`src/rtl/wb_regfile_unit_if.sv`:
```
// Write-back stage bundle: EX/MEM->WB payload, decode read ports, debug port, forward record, counter.
interface wb_regfile_unit_if #(
    parameter int unsigned DATA_W = 16,
    parameter int unsigned ADDR_W = 4,
    parameter int unsigned CNT_W  = 16
);
    logic [DATA_W-1:0] alu_result_in;
    logic [DATA_W-1:0] ld_data_in;
    logic [ADDR_W-1:0] wb_addr_in;
    logic              wr_back_sel_in;
    logic              reg_wr_in;
    logic [ADDR_W-1:0] rs1_addr_in;
    logic [ADDR_W-1:0] rs2_addr_in;
    logic [DATA_W-1:0] rs1_data_out;
    logic [DATA_W-1:0] rs2_data_out;
    logic [ADDR_W-1:0] dbg_addr_in;
    logic [DATA_W-1:0] dbg_data_out;
    logic              fwd_valid_out;
    logic [ADDR_W-1:0] fwd_addr_out;
    logic [DATA_W-1:0] fwd_data_out;
    logic [CNT_W-1:0]  commit_cnt_out;

    modport master (
        output alu_result_in, ld_data_in, wb_addr_in, wr_back_sel_in, reg_wr_in,
        output rs1_addr_in, rs2_addr_in, dbg_addr_in,
        input  rs1_data_out, rs2_data_out, dbg_data_out,
        input  fwd_valid_out, fwd_addr_out, fwd_data_out, commit_cnt_out
    );

    modport slave (
        input  alu_result_in, ld_data_in, wb_addr_in, wr_back_sel_in, reg_wr_in,
        input  rs1_addr_in, rs2_addr_in, dbg_addr_in,
        output rs1_data_out, rs2_data_out, dbg_data_out,
        output fwd_valid_out, fwd_addr_out, fwd_data_out, commit_cnt_out
    );
endinterface

```
`src/rtl/wb_regfile_unit.sv`:
```
// Write-back stage: result select, register file commit with same-cycle read bypass,
// last-write forward record and commit counter. Optional macro R0_ZERO_EN hardwires r0 to zero.
module wb_regfile_unit #(
    parameter int unsigned DATA_W = 16,
    parameter int unsigned ADDR_W = 4,
    parameter int unsigned CNT_W  = 16
) (
    input logic              clk_in,
    input logic              rst_in,
    wb_regfile_unit_if.slave bus
);
    localparam int unsigned NREG = 1 << ADDR_W;

    logic [DATA_W-1:0] regs [NREG];
    logic [DATA_W-1:0] wb_data_c;
    logic              commit_en_c;
    logic              fwd_valid;
    logic [ADDR_W-1:0] fwd_addr;
    logic [DATA_W-1:0] fwd_data;
    logic [CNT_W-1:0]  commit_cnt;

    // Commit qualification; reset also masks the bypass so reads show the cleared array.
    always_comb begin
        wb_data_c = bus.wr_back_sel_in ? bus.ld_data_in : bus.alu_result_in;
`ifdef R0_ZERO_EN
        commit_en_c = rst_in && bus.reg_wr_in && (bus.wb_addr_in != ADDR_W'(0));
`else
        commit_en_c = rst_in && bus.reg_wr_in;
`endif
    end

    always_ff @(posedge clk_in or negedge rst_in) begin
        if (!rst_in) begin
            for (int i = 0; i < int'(NREG); i++) begin
                regs[i] <= '0;
            end
        end else if (commit_en_c) begin
            regs[bus.wb_addr_in] <= wb_data_c;
        end
    end

    // Forward record and commit counter; addr/data hold when no commit.
    always_ff @(posedge clk_in or negedge rst_in) begin
        if (!rst_in) begin
            fwd_valid  <= 1'b0;
            fwd_addr   <= '0;
            fwd_data   <= '0;
            commit_cnt <= '0;
        end else begin
            fwd_valid <= commit_en_c;
            if (commit_en_c) begin
                fwd_addr   <= bus.wb_addr_in;
                fwd_data   <= wb_data_c;
                commit_cnt <= commit_cnt + CNT_W'(1);
            end
        end
    end

    // Decode read ports bypass the in-flight write; debug port shows the raw array.
    always_comb begin
        bus.rs1_data_out = regs[bus.rs1_addr_in];
        bus.rs2_data_out = regs[bus.rs2_addr_in];
        bus.dbg_data_out = regs[bus.dbg_addr_in];
        if (commit_en_c && (bus.rs1_addr_in == bus.wb_addr_in)) begin
            bus.rs1_data_out = wb_data_c;
        end
        if (commit_en_c && (bus.rs2_addr_in == bus.wb_addr_in)) begin
            bus.rs2_data_out = wb_data_c;
        end
`ifdef R0_ZERO_EN
        if (bus.rs1_addr_in == ADDR_W'(0)) bus.rs1_data_out = '0;
        if (bus.rs2_addr_in == ADDR_W'(0)) bus.rs2_data_out = '0;
        if (bus.dbg_addr_in == ADDR_W'(0)) bus.dbg_data_out = '0;
`endif
    end

    always_comb begin
        bus.fwd_valid_out  = fwd_valid;
        bus.fwd_addr_out   = fwd_addr;
        bus.fwd_data_out   = fwd_data;
        bus.commit_cnt_out = commit_cnt;
    end
endmodule

```
`src/flat_wrapper.sv`:
```
// flat-port wrapper written by rule: the top's interface ports become plain ports
module wb_regfile_unit_flat 
#(
    parameter int unsigned DATA_W = 16,
    parameter int unsigned ADDR_W = 4,
    parameter int unsigned CNT_W  = 16
)
  (clk_in, rst_in, bus_alu_result_in, bus_ld_data_in, bus_wb_addr_in, bus_wr_back_sel_in, bus_reg_wr_in, bus_rs1_addr_in, bus_rs2_addr_in, bus_dbg_addr_in, bus_rs1_data_out, bus_rs2_data_out, bus_dbg_data_out, bus_fwd_valid_out, bus_fwd_addr_out, bus_fwd_data_out, bus_commit_cnt_out);
  wb_regfile_unit_if #(.DATA_W(DATA_W), .ADDR_W(ADDR_W), .CNT_W(CNT_W)) bus_i ();
  input logic clk_in;
  input logic rst_in;
  input wire logic [$bits(bus_i.alu_result_in)-1:0] bus_alu_result_in;
  input wire logic [$bits(bus_i.ld_data_in)-1:0] bus_ld_data_in;
  input wire logic [$bits(bus_i.wb_addr_in)-1:0] bus_wb_addr_in;
  input wire logic [$bits(bus_i.wr_back_sel_in)-1:0] bus_wr_back_sel_in;
  input wire logic [$bits(bus_i.reg_wr_in)-1:0] bus_reg_wr_in;
  input wire logic [$bits(bus_i.rs1_addr_in)-1:0] bus_rs1_addr_in;
  input wire logic [$bits(bus_i.rs2_addr_in)-1:0] bus_rs2_addr_in;
  input wire logic [$bits(bus_i.dbg_addr_in)-1:0] bus_dbg_addr_in;
  output wire logic [$bits(bus_i.rs1_data_out)-1:0] bus_rs1_data_out;
  output wire logic [$bits(bus_i.rs2_data_out)-1:0] bus_rs2_data_out;
  output wire logic [$bits(bus_i.dbg_data_out)-1:0] bus_dbg_data_out;
  output wire logic [$bits(bus_i.fwd_valid_out)-1:0] bus_fwd_valid_out;
  output wire logic [$bits(bus_i.fwd_addr_out)-1:0] bus_fwd_addr_out;
  output wire logic [$bits(bus_i.fwd_data_out)-1:0] bus_fwd_data_out;
  output wire logic [$bits(bus_i.commit_cnt_out)-1:0] bus_commit_cnt_out;
  assign bus_i.alu_result_in = bus_alu_result_in;
  assign bus_i.ld_data_in = bus_ld_data_in;
  assign bus_i.wb_addr_in = bus_wb_addr_in;
  assign bus_i.wr_back_sel_in = bus_wr_back_sel_in;
  assign bus_i.reg_wr_in = bus_reg_wr_in;
  assign bus_i.rs1_addr_in = bus_rs1_addr_in;
  assign bus_i.rs2_addr_in = bus_rs2_addr_in;
  assign bus_i.dbg_addr_in = bus_dbg_addr_in;
  assign bus_rs1_data_out = bus_i.rs1_data_out;
  assign bus_rs2_data_out = bus_i.rs2_data_out;
  assign bus_dbg_data_out = bus_i.dbg_data_out;
  assign bus_fwd_valid_out = bus_i.fwd_valid_out;
  assign bus_fwd_addr_out = bus_i.fwd_addr_out;
  assign bus_fwd_data_out = bus_i.fwd_data_out;
  assign bus_commit_cnt_out = bus_i.commit_cnt_out;
  wb_regfile_unit #(.DATA_W(DATA_W), .ADDR_W(ADDR_W), .CNT_W(CNT_W)) u_core (.clk_in(clk_in), .rst_in(rst_in), .bus(bus_i));
endmodule
```
`config.mk`:
```
export PLATFORM = sky130hd
export DESIGN_NAME = wb_regfile_unit_flat
export DESIGN_NICKNAME = d
export VERILOG_FILES = /design/src/rtl/wb_regfile_unit_if.sv /design/src/rtl/wb_regfile_unit.sv /design/src/flat_wrapper.sv
export SDC_FILE = /design/constraint.sdc
export NUM_CORES = 1
export LEC_CHECK = 0
export CORE_MARGIN = 2
export CORE_UTILIZATION = 32
export CTS_BUF_LIST = sky130_fd_sc_hd__clkbuf_4
export DETAILED_ROUTE_END_ITERATION = 10
export GPL_TIMING_DRIVEN = 0
export PLACE_DENSITY = 0.46
export SLEW_MARGIN = 20
export SYNTH_ARGS = -nofsm -noshare
export SYNTH_HDL_FRONTEND = slang
export SYNTH_SLANG_ARGS = --single-unit
```
`constraint.sdc`:
```
create_clock -name clk_in -period 2.9 [get_ports clk_in]
set_input_delay 0.58 -clock clk_in [delete_from_list [all_inputs] [get_ports clk_in]]
set_output_delay 0.58 -clock clk_in [all_outputs]
set_load 0.005 [all_outputs]
```
==> flow_summary.json, run 1 <==
{
  "status": "finished, violations left",
  "violations": "negative setup slack",
  "areaGrowthSynthToFinish_pct": 22.8,
  "critical_path.cell_chain": "buf_6, mux4_2, a22o_1, a221oi_2, mux2i_2, buf_2",
  "grtUsageMet1_pct": 31.5,
  "finalNetCount": 1721,
  "register_area_sq_mm": 0.00733,
  "num-fill-cells": 5205,
  "postSynthCellCount": 1398,
  "grt_overflow": 0,
  "cp_slowest_cell": "mux4_2",
  "fin_tns_setup_ns": -8.38,
  "setup_ws_ns": -0.306,
  "vias": 13800,
  "pre_cts_ws_ns": -1.21,
  "drive_above_1_share_pct": 33.4,
  "drv_slew": 0,
  "tightest_slew_ns": 1.04,
  "synth_area_leader_cell": "dfrtp_1",
  "cp.required_ns": 2.32,
  "leakage_nw": 8.89,
  "fmax_mhz": 312,
  "cp_max_fo": 3,
  "drt_iter0_markers": 1428,
  "clock_latency_ns": 0.81,
  "drtPass1Iterations": 5,
  "synth_edf_count": 0,
  "detail_route.vias_per_cell": 5.68,
  "timing.final.crit_period_ns": 3.21,
  "ff2ff_path_depth": 4,
  "pin_count": 137,
  "drt_wl_total_um": 65100,
  "yosysWarnings": 0,
  "track_usage_pct": 23.3,
  "chipHeight_um": 235,
  "rows": 84,
  "antenna_found_initial": 1,
  "synth-async-reset-ratio_pct": 100,
  "setup_viol_count_final": 48,
  "grt_pass1_wl_um": 93800,
  "rrSetupSlack_ns": 1.27,
  "r2r_start": "u_core.bus.commit_cnt_out[3]$_DFFE_PN0P_",
  "place_area_sq_mm": 0.0194,
  "ys_seq_elements": 293,
  "synth.yosys.seq_area_share_pct": 42.8,
  "grt.busiest_layer": "met2",
  "use_met2_pct": 36.4,
  "vdd_drop_max_uv": 284,
  "postLayoutCellArea_sq_mm": 0.0211,
  "skew_ns": 0.00649,
  "yosysTopAreaCellShare_pct": 42.8,
  "coreArea_sq_mm": 0.0528,
  "cts_tree": "built",
  "start_util_pct": 32.5,
  "io_buffer_count": 124,
  "wire_per_inst_um": 26.9,
  "yosys-top-cells-area": "dfrtp_1, mux4_2, mux4_1",
  "drtAntennaViolNets": 0,
  "slew_headroom_pct": 28.4,
  "crit_type": "reg -> out",
  "rsz0062_at_grt": "true",
  "hpwl_um": 49400,
  "clkSinkCount": 293,
  "htreeDepth": 3,
  "r2r_end": "u_core.bus.commit_cnt_out[15]$_DFFE_PN0P_",
  "synth_flop_cell": "dfrtp_1",
  "cap_viol_max_count": 0,
  "end_kind": "output port",
  "p_per_area_mw_per_mm2": 691,
  "first_global_vias": 13600,
  "drc": 0,
  "use_met3_pct": 5.97,
  "cts_buffers": 87,
  "critPathLaunchType": "register",
  "cp.arrival_ns": 2.63,
  "multi_input_area_sq_mm": 0.00927,
  "synth_area_sq_mm": 0.0171,
  "post-route-period-util_pct": 111,
  "dieArea_sq_mm": 0.0555,
  "hold_viol": 0,
  "ys_types": 41,
  "gp_congestion": 0.917,
  "die_width_um": 235,
  "hold_path_class": "in -> async",
  "synth.avg_cell_area_sq_um": 12.3,
  "synth.net_count": 1451,
  "root_buffer": "clkbuf_4",
  "critical_path.max_stage_delay_ns": 0.48,
  "clk_pin_slew_ns": 0.06,
  "clk_path_buf_depth": 3,
  "grt_max_degree": 99
}
## metrics by stage
| step | power (mW) | util (%) | hold slack [ns] | std cells |
|---|---|---|---|---|
| after floorplan | 8.27 | - | 0.284 | 1398 |
| after global placement | 10.1 | 36.5 | 0.460 | 2210 |
| after detailed placement | 10.2 | 36.7 | 0.468 | 2213 |
| after CTS | 14.5 | 39.7 | 0.0157 | 2410 |
| after global routing | 15.3 | 39.9 | 0.0724 | 2422 |
| final | 14.6 | 39.9 | 0.0419 | 2422 |
## cells in the final DEF, fill, tap and decap left out, types with 12 or more instances in the layout
cell	count
a21oi_1	176
a221oi_2	30
a22o_1	32
buf_2	86
buf_4	45
buf_6	31
clkbuf_1	57
clkbuf_4	131
clkdlybuf4s50_1	75
clkinv_1	23
dfrtp_1	293
mux2i_1	17
mux2i_2	25
mux4_1	25
mux4_2	183
nand2_1	114
nor2_1	181
o21ai_0	97
xnor2_1	12
## layout make-up
class / instances / area share (%)
Antenna cell: 1 / 0.0119
Buffer: 143 / 3.86
Clock buffer: 127 / 4.53
Clock inverter: 27 / 0.511
Inverter: 2 / 0.0356
Multi-Input combinational cell: 958 / 44.0
Sequential cell: 293 / 34.8
Tap cell: 688 / 4.09
Timing Repair Buffer: 183 / 8.13
## synthesized netlist by cell type (all sizes together) (4+ instances only)
library cell	instances
clkbuf	70
nand3	7
a21oi	176
dfrtp	293
nor2	183
xnor2	12
a22o	32
buf	75
nand4	4
nand4b	4
mux2i	48
and3	7
nand2	114
mux4	208
xor2	11
a221oi	32
o21ai	97
nor2b	6
## worst max-delay path, delay by kind of cell, from the launching register on
kind | cells | cell delay [ns]
mux | 2 | 0.64
flops | 1 | 0.42
compound gates | 2 | 0.42
buf+inv | 2 | 0.32
## layer usage
| metal | vias up | share of wire (%) |
|---|---|---|
| li1 | 5912 | - |
| met1 | 7039 | 41 |
| met2 | 697 | 47 |
| met3 | 115 | 9.7 |
| met4 | 0 | 2.8 |
| met5 | - | 0 |
## sequential cells by signal (all words and copies together), names as in the netlist
register,count
u_core.bus.fwd_data_out,16
u_core.bus.commit_cnt_out,16
u_core.bus.fwd_addr_out,4
u_core.bus.fwd_valid_out,1
u_core.regs,256
## power breakdown
part           internal (mW)  leakage [nW]  total [mW]  switching [mW]
logic                   2.49          4.64        4.57            2.08
registers               4.99          3.61        6.03            1.04
clock network           2.00         0.633        3.96            1.96
## cells by family (layout without fill, tap and decap cells)
logic type | Yosys count | after routing | synth area share (%)
AND/OR/NAND/NOR | 340 | 340 | 8.41
AO/OA/AOI/OAI | 338 | 338 | 12.0
flip-flops | 293 | 293 | 42.8
multiplexers | 256 | 256 | 31.1
buffers and inverters | 147 | 482 | 4.43
XOR/XNOR | 23 | 23 | 1.17
adder cells (fa/ha/maj) | 1 | 1 | 0.0729
other | 0 | 1 | 0
## what timing repair did
action,4_1_cts,5_1_grt
resized for setup,301,15
gates cloned,1,0
endpoints found under the hold margin,154,0
buffers inserted,36,11
pin swaps,21,8
hold buffers,8,0
setup endpoints to repair,48,48
## how the worst max path moves through the flow
stage                                         endpoint                          from  cells past startpoint  slack, ns
after floorplan                   bus_rs1_data_out[12]            bus_rs1_addr_in[0]                      5       0.36
after detailed placement          bus_rs2_data_out[14]                        rst_in                      9      -1.21
after global routing               bus_rs2_data_out[5]  u_core.regs[197]$_DFFE_PN0P_                      6      -0.38
after global placement    u_core.regs[233]$_DFFE_PN0P_                        rst_in                      1     -12.11
after CTS                          bus_rs2_data_out[4]  u_core.regs[212]$_DFFE_PN0P_                      6      -0.36
final                              bus_rs1_data_out[4]  u_core.regs[212]$_DFFE_PN0P_                      6      -0.31
(Power assumes the default switching activity.)
==> run 2: changes to the inputs <==
--- a/config.mk
+++ b/config.mk
@@ -5,6 +5,7 @@
 export SDC_FILE = /design/constraint.sdc
 export NUM_CORES = 1
 export LEC_CHECK = 0
+export ABC_CLOCK_PERIOD_IN_PS = 2900
 export CORE_MARGIN = 2
 export CORE_UTILIZATION = 32
 export CTS_BUF_LIST = sky130_fd_sc_hd__clkbuf_4
==> results of run 2 <==
No change in the layout: final DEF, timing and power equal those of run 1.
==> run 3: changes to the inputs <==
--- a/config.mk
+++ b/config.mk
@@ -6,6 +6,7 @@
 export NUM_CORES = 1
 export LEC_CHECK = 0
 export ABC_CLOCK_PERIOD_IN_PS = 2900
+export CAP_MARGIN = 20
 export CORE_MARGIN = 2
 export CORE_UTILIZATION = 32
 export CTS_BUF_LIST = sky130_fd_sc_hd__clkbuf_4
==> results of run 3 <==
No change in the layout: final DEF, timing and power equal those of run 1.
